===== config.mk =====
export PLATFORM = sky130hd
export DESIGN_NAME = dmem_lat_flat
export DESIGN_NICKNAME = d
export VERILOG_FILES = /design/src/rtl/dmem_lat_if.sv /design/src/rtl/dmem_lat.sv /design/src/flat_wrapper.sv
export SDC_FILE = /design/constraint.sdc
export NUM_CORES = 2
export LEC_CHECK = 0
export BUFFER_PORTS_ARGS = -buffer_cell sky130_fd_sc_hd__buf_4
export CAP_MARGIN = 30
export CORE_ASPECT_RATIO = 1.75
export CORE_UTILIZATION = 40
export CTS_CLUSTER_SIZE = 30
export DETAILED_ROUTE_END_ITERATION = 12
export PLACE_DENSITY = 0.55
export REMOVE_ABC_BUFFERS = 1
export SYNTH_ARGS = -nofsm -noshare
export SYNTH_HDL_FRONTEND = slang
export SYNTH_SLANG_ARGS = --single-unit

===== constraint.sdc =====
create_clock -name clk_i -period 7 [get_ports clk_i]
set_clock_uncertainty 0.15 [all_clocks]
set_input_delay 0.35 -clock clk_i [delete_from_list [all_inputs] [get_ports clk_i]]
set_output_delay 0.35 -clock clk_i [all_outputs]
set_load 0.01 [all_outputs]

===== src/rtl/dmem_lat_if.sv =====
// dmem_lat_if: the load/store port between the MIPS core and dmem_lat.
//   master (core)  : drives req, we, a, wd, be; observes rd, ready, busy, err
//   slave  (memory): the reverse
// Signals:
//   req   access request, sampled only when the memory is idle or responding
//   we    1 = write, 0 = read
//   a     byte address; word index is a[31:2]
//   wd    write data
//   be    byte enables for writes, bit i covers wd[8i+7:8i]
//   rd    response data, valid while ready = 1
//   ready one-cycle response strobe
//   busy  high while a request is in flight
//   err   out-of-range flag, valid while ready = 1
interface dmem_lat_if #(
    parameter int WIDTH = 32
);
    logic               req;
    logic               we;
    logic [31:0]        a;
    logic [WIDTH-1:0]   wd;
    logic [WIDTH/8-1:0] be;
    logic [WIDTH-1:0]   rd;
    logic               ready;
    logic               busy;
    logic               err;

    modport master (
        output req, we, a, wd, be,
        input  rd, ready, busy, err
    );

    modport slave (
        input  req, we, a, wd, be,
        output rd, ready, busy, err
    );
endinterface


===== src/rtl/dmem_lat.sv =====
// dmem_lat: multi-cycle data memory for the core's load/store path.
// One request at a time; a request is accepted in IDLE or RESP, waits
// LATENCY edges in WAIT, and its result is presented for one cycle in RESP.
// Ports:
//   clk_i    clock, all state updates on the rising edge
//   reset_i  synchronous, active-high reset
//   bus      dmem_lat_if slave modport (request/response handshake)
// Parameters:
//   WIDTH    data word width, multiple of 8
//   DEPTH    number of words, power of 2, >= 2
//   LATENCY  edges from acceptance to access, 1..15
//
// state | meaning
// ------+--------------------------------------------------------------
// IDLE  | no request outstanding; accept req
// WAIT  | request latched, counter running down; req ignored, busy = 1
// RESP  | ready = 1 with rd/err from the access edge; req accepted again
module dmem_lat #(
    parameter int WIDTH   = 32,
    parameter int DEPTH   = 64,
    parameter int LATENCY = 2
) (
    input  logic       clk_i,
    input  logic       reset_i,
    dmem_lat_if.slave  bus
);
    localparam int NB = WIDTH / 8;
    localparam int AW = $clog2(DEPTH);

    typedef enum logic [1:0] {
        ST_IDLE = 2'd0,
        ST_WAIT = 2'd1,
        ST_RESP = 2'd2
    } state_e;

    state_e            state_q, state_d;
    logic [3:0]        cnt_q, cnt_d;
    logic              we_q, we_d;
    logic [29:0]       addr_q, addr_d;
    logic [WIDTH-1:0]  wd_q, wd_d;
    logic [NB-1:0]     be_q, be_d;
    logic [WIDTH-1:0]  rd_q, rd_d;
    logic              err_q, err_d;

    logic [WIDTH-1:0]  mem_q [DEPTH];

    logic              accept;
    logic              in_range;
    logic [AW-1:0]     idx;
    logic [WIDTH-1:0]  cur_word;
    logic [WIDTH-1:0]  merged;
    logic              mem_we;

    // Byte offset is not part of the word address.
    logic              unused_addr_bits;
    assign unused_addr_bits = ^bus.a[1:0];

    // Full 30-bit compare so that high addresses never alias onto low words.
    assign in_range = (addr_q < 30'(DEPTH));
    assign idx      = addr_q[AW-1:0];
    assign cur_word = mem_q[idx];

    always_comb begin
        merged = cur_word;
        for (int i = 0; i < NB; i++) begin
            if (be_q[i]) begin
                merged[8*i +: 8] = wd_q[8*i +: 8];
            end
        end
    end

    assign accept = bus.req && ((state_q == ST_IDLE) || (state_q == ST_RESP));

    always_comb begin
        state_d = state_q;
        cnt_d   = cnt_q;
        we_d    = we_q;
        addr_d  = addr_q;
        wd_d    = wd_q;
        be_d    = be_q;
        rd_d    = rd_q;
        err_d   = 1'b0;
        mem_we  = 1'b0;

        case (state_q)
            ST_IDLE: begin
                if (accept) begin
                    state_d = ST_WAIT;
                end
            end
            ST_WAIT: begin
                cnt_d = cnt_q - 4'd1;
                if (cnt_q == 4'd1) begin
                    mem_we  = we_q && in_range;
                    if (!in_range) begin
                        rd_d = '0;
                    end else if (we_q) begin
                        rd_d = merged;
                    end else begin
                        rd_d = cur_word;
                    end
                    err_d   = !in_range;
                    state_d = ST_RESP;
                end
            end
            ST_RESP: begin
                state_d = accept ? ST_WAIT : ST_IDLE;
            end
            default: begin
                state_d = ST_IDLE;
            end
        endcase

        if (accept) begin
            cnt_d  = 4'(LATENCY);
            we_d   = bus.we;
            addr_d = bus.a[31:2];
            wd_d   = bus.wd;
            be_d   = bus.be;
        end
    end

    always_ff @(posedge clk_i) begin
        if (reset_i) begin
            state_q <= ST_IDLE;
            cnt_q   <= '0;
            we_q    <= 1'b0;
            addr_q  <= '0;
            wd_q    <= '0;
            be_q    <= '0;
            rd_q    <= '0;
            err_q   <= 1'b0;
        end else begin
            state_q <= state_d;
            cnt_q   <= cnt_d;
            we_q    <= we_d;
            addr_q  <= addr_d;
            wd_q    <= wd_d;
            be_q    <= be_d;
            rd_q    <= rd_d;
            err_q   <= err_d;
        end
    end

    // Array is deliberately not reset; a reset on the access edge drops the write.
    always_ff @(posedge clk_i) begin
        if (!reset_i && mem_we) begin
            mem_q[idx] <= merged;
        end
    end

    assign bus.rd    = rd_q;
    assign bus.err   = err_q;
    assign bus.ready = (state_q == ST_RESP);
    assign bus.busy  = (state_q == ST_WAIT);
endmodule


===== src/flat_wrapper.sv =====
// flat-port wrapper written by rule: the top's interface ports become plain ports
module dmem_lat_flat 
#(
    parameter int WIDTH   = 32,
    parameter int DEPTH   = 64,
    parameter int LATENCY = 2
)
  (clk_i, reset_i, bus_req, bus_we, bus_a, bus_wd, bus_be, bus_rd, bus_ready, bus_busy, bus_err);
  dmem_lat_if #(.WIDTH(WIDTH)) bus_i ();
  input  logic clk_i;
  input  logic reset_i;
  input wire logic [$bits(bus_i.req)-1:0] bus_req;
  input wire logic [$bits(bus_i.we)-1:0] bus_we;
  input wire logic [$bits(bus_i.a)-1:0] bus_a;
  input wire logic [$bits(bus_i.wd)-1:0] bus_wd;
  input wire logic [$bits(bus_i.be)-1:0] bus_be;
  output wire logic [$bits(bus_i.rd)-1:0] bus_rd;
  output wire logic [$bits(bus_i.ready)-1:0] bus_ready;
  output wire logic [$bits(bus_i.busy)-1:0] bus_busy;
  output wire logic [$bits(bus_i.err)-1:0] bus_err;
  assign bus_i.req = bus_req;
  assign bus_i.we = bus_we;
  assign bus_i.a = bus_a;
  assign bus_i.wd = bus_wd;
  assign bus_i.be = bus_be;
  assign bus_rd = bus_i.rd;
  assign bus_ready = bus_i.ready;
  assign bus_busy = bus_i.busy;
  assign bus_err = bus_i.err;
  dmem_lat #(.WIDTH(WIDTH), .DEPTH(DEPTH), .LATENCY(LATENCY)) u_core (.clk_i(clk_i), .reset_i(reset_i), .bus(bus_i));
endmodule

# --- After elaboration in Yosys (flattened, before gate mapping) ---
# Memory sizes are Yosys's and may differ from the RTL's. A register that Yosys moved wholly into a read port is not among the register bits.
# Index checks and enable logic that the tools add are counted.
# W data, S select, Z words.
totals:
  ramBits: 2048
  output_inout_bits: 35
  mem_bits_ro: 0
  mem_count: 1
  reg_bits: 106
  latchBits: 0
memory_table:
  columns: ["memory", "words", "width", "read_ports", "rd_ports_with_merged_regs", "write_ports", "line_no", "text"]
  rows:
  - ["u_core.mem_q", 64, 32, 1, 1, 1, "dmem_lat.sv:45", "logic [WIDTH-1:0] mem_q [DEPTH];"]
classes:
  n_mul: 0
  addsub: 1
  n_shift: 0
  div: 0
  muxes: 18
  n_reduce_logical: 12
  magnitude_cmp: 1
  bitwise_logic: 2
  eq_ne: 5
op_table:
  columns: ["op", "count"]
  rows:
  - ["$mux W32", 2]
  - ["$mux W8", 4]
  - ["$lt A30 B7 Y1 const B", 1]
  - ["$mux W6", 2]
  - ["$mux W2", 4]
  - ["$pmux W2 S3", 1]
  - ["$mux W1", 5]
  - ["$eq A4 B1 Y1 const B", 1]
  - ["$ne A2 B1 Y1 const B", 2]
  - ["$reduce_and A2 Y1", 2]
  - ["$sub A4 B1 Y4 const B", 1]
  - ["$logic_and A1 B1 Y1", 3]
  - ["$reduce_or A3 Y1", 1]
  - ["$eq A2 B1 Y1 const B", 1]
  - ["$eq A2 B2 Y1 const B", 1]
  - ["$logic_not A1 Y1", 2]
  - ["$logic_not A2 Y1", 1]
  - ["$not A1 Y1", 2]
  - ["$reduce_bool A2 Y1", 1]
  - ["$reduce_or A2 Y1", 1]
  - ["$logic_or A1 B1 Y1", 1]

# --- Logic depth before layout (Yosys ltp) ---
depth:
  depth_word: 7
  depth_mapped: 11
  depth_no_buf: 8

# --- Worst setup path before layout ---
# Ideal clock, no wire load.
synth_path:
  path_type: "flip-flop to flip-flop"
  startpoint: "register (tool-made name)"
  endpoint: "memory u_core.mem_q[0][17] (data pin)"
  stages_incl_launch_ff: 10
  synth_period_minus_slack_ps: 5299
  t_arrival_ps: 4410
  required_time_ps: 6111
  n_path_buf: 5
  path_slack_ps: 1701
  cell_sequence: "dfxtp_1 -> buf_6 -> buf_6 -> buf_6 -> buf_6 -> buf_2 -> nor2_1 -> a2111oi_0 -> a211oi_2 -> a221oi_1"
synth_rtl:
  columns: ["element", "line_no"]
  rows:
  - ["end, declared", "dmem_lat.sv:45"]

==> impl_results.md <==
- Status: finished clean
- Mapped Area: 0.08297 sq mm
- Cell Pwr Density: 290.4 mW/mm^2
- Post-synth EDFFs: 2048
- Xor/xnor share of the synthesized area: 0.0003167
- R2r setup slk: 2.14 ns
- Worst hold path type: primary input to register
- Netlist cell types: 60
- Sequential cell area fraction in the yosys report: 0.7682
- Core Area: 0.2056 sq mm
- Die area: 0.2093 sq mm
- Post-synthesis mux area share: 0.1471
- I/O Buffers: 104
- Final Hold Violating Endpoints: 0
- Largest area contributor in the netlist: edfxtp_1
- Skew-Pair Late Insertion Delay: 0.85 ns
- Final setup vio count: 0
- Vias in the first global route: 43150
- Longest Clk Path Bufs: 4
- Syn Inst Count: 4065
- Initial Util: 0.4035
- Worst Path Max Fanout: 64
- Largest family of logic cells by synthesized area: multiplexers
- DP HPWL: 146.8 mm
- Slack of the critical path: 2.135 ns
- Share of flip-flops with an asynchronous set or reset: 0
- Synth top area share: 0.7412
- TritonRoute pass-1 iters: 5
- Reg-to-reg endpoint: u_core.mem_q[44][19]
- CP arrival: 5.20 ns
- Count of final max-slew check failures: 0
- Crit end category: register
- Max Cap Violations: 0
- I/O Pins: 107
- RSZ-0062 raised after global routing: no
- Peak VDD IR: 0.0001793 V
- Leak pwr: 0.02906 uW
- Routed wire length: 242.1 mm
- Starting DRT DRC Count: 4364
- Register bit count reported by yosys: 2160
- CTS buffer count: 196
- CTS clock-pin slew for the worst setup and hold paths: 0.06 ns
- Post-Synth Adder-Cell Area: 0.0003016
- Ys flop type: edfxtp_1
- Layout cells sized above 1: 0.2532
- Routability cong.: 0.8369
- Slowest stage delay, CP: 0.79 ns
- Final Cycle Share: 0.6950
- Worst slew margin: 0.1929
- Most frequent cells after synthesis: edfxtp_1, mux4_2, nand2_1
- Clock root cell: clkbuf_16
- Synth Area in Compound Gates: 0.04245
- Hold EP: u_core.wd_q[29]
- Worst Hold Depth: 4
- Max stage delay cell, worst path: dfxtp_4
- Syn Area/Cell: 20.41 sq um
- Hold Path Origin: bus_wd[29]
- Total negative slack: 0 ns
- Total GRT Usage: 0.2295
- Via count: 42400
- Routed len/inst: 33.52 um
- Dpl ws: 1.950 ns
- Busiest grt layer: met2
- Met2 Use GR: 0.4091
- Die H: 604.5 um
- GRT overflow: 0
- Syn-to-layout area delta: 15.09%
- Largest net degree at the start of global routing: 88
- Avg Vias per Cell: 5.870
- Cell row count: 220
- Most common cell in the synthesized netlist: edfxtp_1
- Setup bufs post-CTS: 0
- Die W: 346.3 um
- Worst Reg-to-Reg Cells: 7
- CTS tree: built
- Remaining DRCs: 0
- Crit path kind: register to register
- Synth top area cells: edfxtp_1, mux4_2, dfxtp_1
- Global-route wire length before repair: 335.4 mm
- Met3 Use GR: 0.02630
- Met1 Resource Use GR: 0.2784
- Max Clk Rate: 0.2056 GHz
- Initial antenna violation count: 16
- H-tree depth: 4
- Synthesis warning total: 0
- Fin nets: 4481
- Routed Antenna Nets: 0
- Fin crit period: 4.865 ns
- # clock sinks: 2160
- Crit path required time: 7.34 ns
- CP Launch Type: register
- Tightest Pin Transition: 1.211 ns
- CP cell instances: buf_4 > mux4_2 > mux2i_1 > a21oi_1 > a21oi_1 > o31ai_4 > buf_4
- Post-synthesis simple-gate area fraction: 0.02517
[worst max-delay path: cells and delay by family, from the launching register on]
family                 cells  cell delay (ns)
DFF                        1             0.79
muxes                      2             0.50
buffers and inverters      2             1.41
AOI/OAI and AO/OA          3             1.47
[registers in the layout, indices dropped and copies added (netlist names), named ones only]
register / cells
u_core.bus.rd: 32
u_core.bus.err: 1
u_core.addr_q: 30
u_core.wd_q: 32
u_core.mem_q: 2048
u_core.cnt_q: 4
u_core.we_q: 1
u_core.be_q: 4
u_core.state_q: 2
[where the power goes]
part	leakage (uW)	internal [uW]	switching, uW
logic	0.00671	627	1720
registers	0.0194	14800	56.9
clock network	0.00298	5890	4660
[per-stage QoR]
| step | total power (uW) | util | std cells | area, sq um | hold slack [ns] |
|---|---|---|---|---|---|
| global route | 28440 | 0.4644 | 7221 | 95490 | 0.1565 |
| global placement | 17370 | 0.4293 | 6774 | 88270 | 0.2908 |
| CTS | 27920 | 0.4640 | 7213 | 95420 | 0.1102 |
| detailed placement | 17440 | 0.4304 | 6786 | 88490 | 0.2963 |
| floorplan | 16840 | - | 3823 | 81650 | 0.2691 |
| finish | 27730 | 0.4644 | 7223 | 95490 | 0.1613 |
[worst max path at each step]
| stage | from | endpoint | slack, ns | cells after the start |
|---|---|---|---|---|
| global placement | register | u_core.mem_q[22][2] | 2.00 | 9 |
| global route | register | u_core.mem_q[44][19] | 2.01 | 7 |
| floorplan | register | u_core.mem_q[0][11] | -16.56 | 5 |
| finish | register | u_core.mem_q[44][19] | 2.14 | 7 |
| CTS | register | u_core.mem_q[30][2] | 1.93 | 9 |
| detailed placement | register | u_core.mem_q[23][2] | 1.95 | 9 |
[repair_timing]
item	in CTS	in global routing
hold buffers	82	0
endpoints found under the hold margin	87	0
resized for setup	0	0
[placed cells by master, fill, tap and decap left out, drive strengths merged, types with 82 or more instances in the layout]
| cell type | count |
|---|---|
| edfxtp | 2048 |
| mux4 | 460 |
| buf | 303 |
| clkbuf | 254 |
| nand2 | 250 |
| mux2i | 175 |
| a21oi | 139 |
| dfxtp | 112 |
| nor2 | 103 |
| o22ai | 94 |
| dlygate4sd3 | 82 |
[cell families after synthesis]
logic type	after synthesis
buffers and inverters	254
adders and majority gates	2
xor gates and xnor gates	3
and+or+nand+nor	479
AOI/OAI and AO/OA	524
DFF	2160
muxes	643
[routing by layer]
layer / routed length (um) / part of all wire / vias to the layer above
li1: - / - / 17530
met1: 90200 / 0.37 / 22950
met2: 126900 / 0.52 / 1554
met3: 13230 / 0.055 / 364
met4: 11840 / 0.049 / 0
met5: 0 / 0 / -
[cell type report]
type                       instances  area, sq um
clock inverter                    92        872.1
sequential                      2160        63760
inverter                          12        45.04
antenna                            5        12.51
multi-input combinational       1651        18830
clock buffer                     253         5233
tap                             2664         3333
timing repair buffer             386         3411
fill                           17040       110100
(Power assumes the default switching activity.)
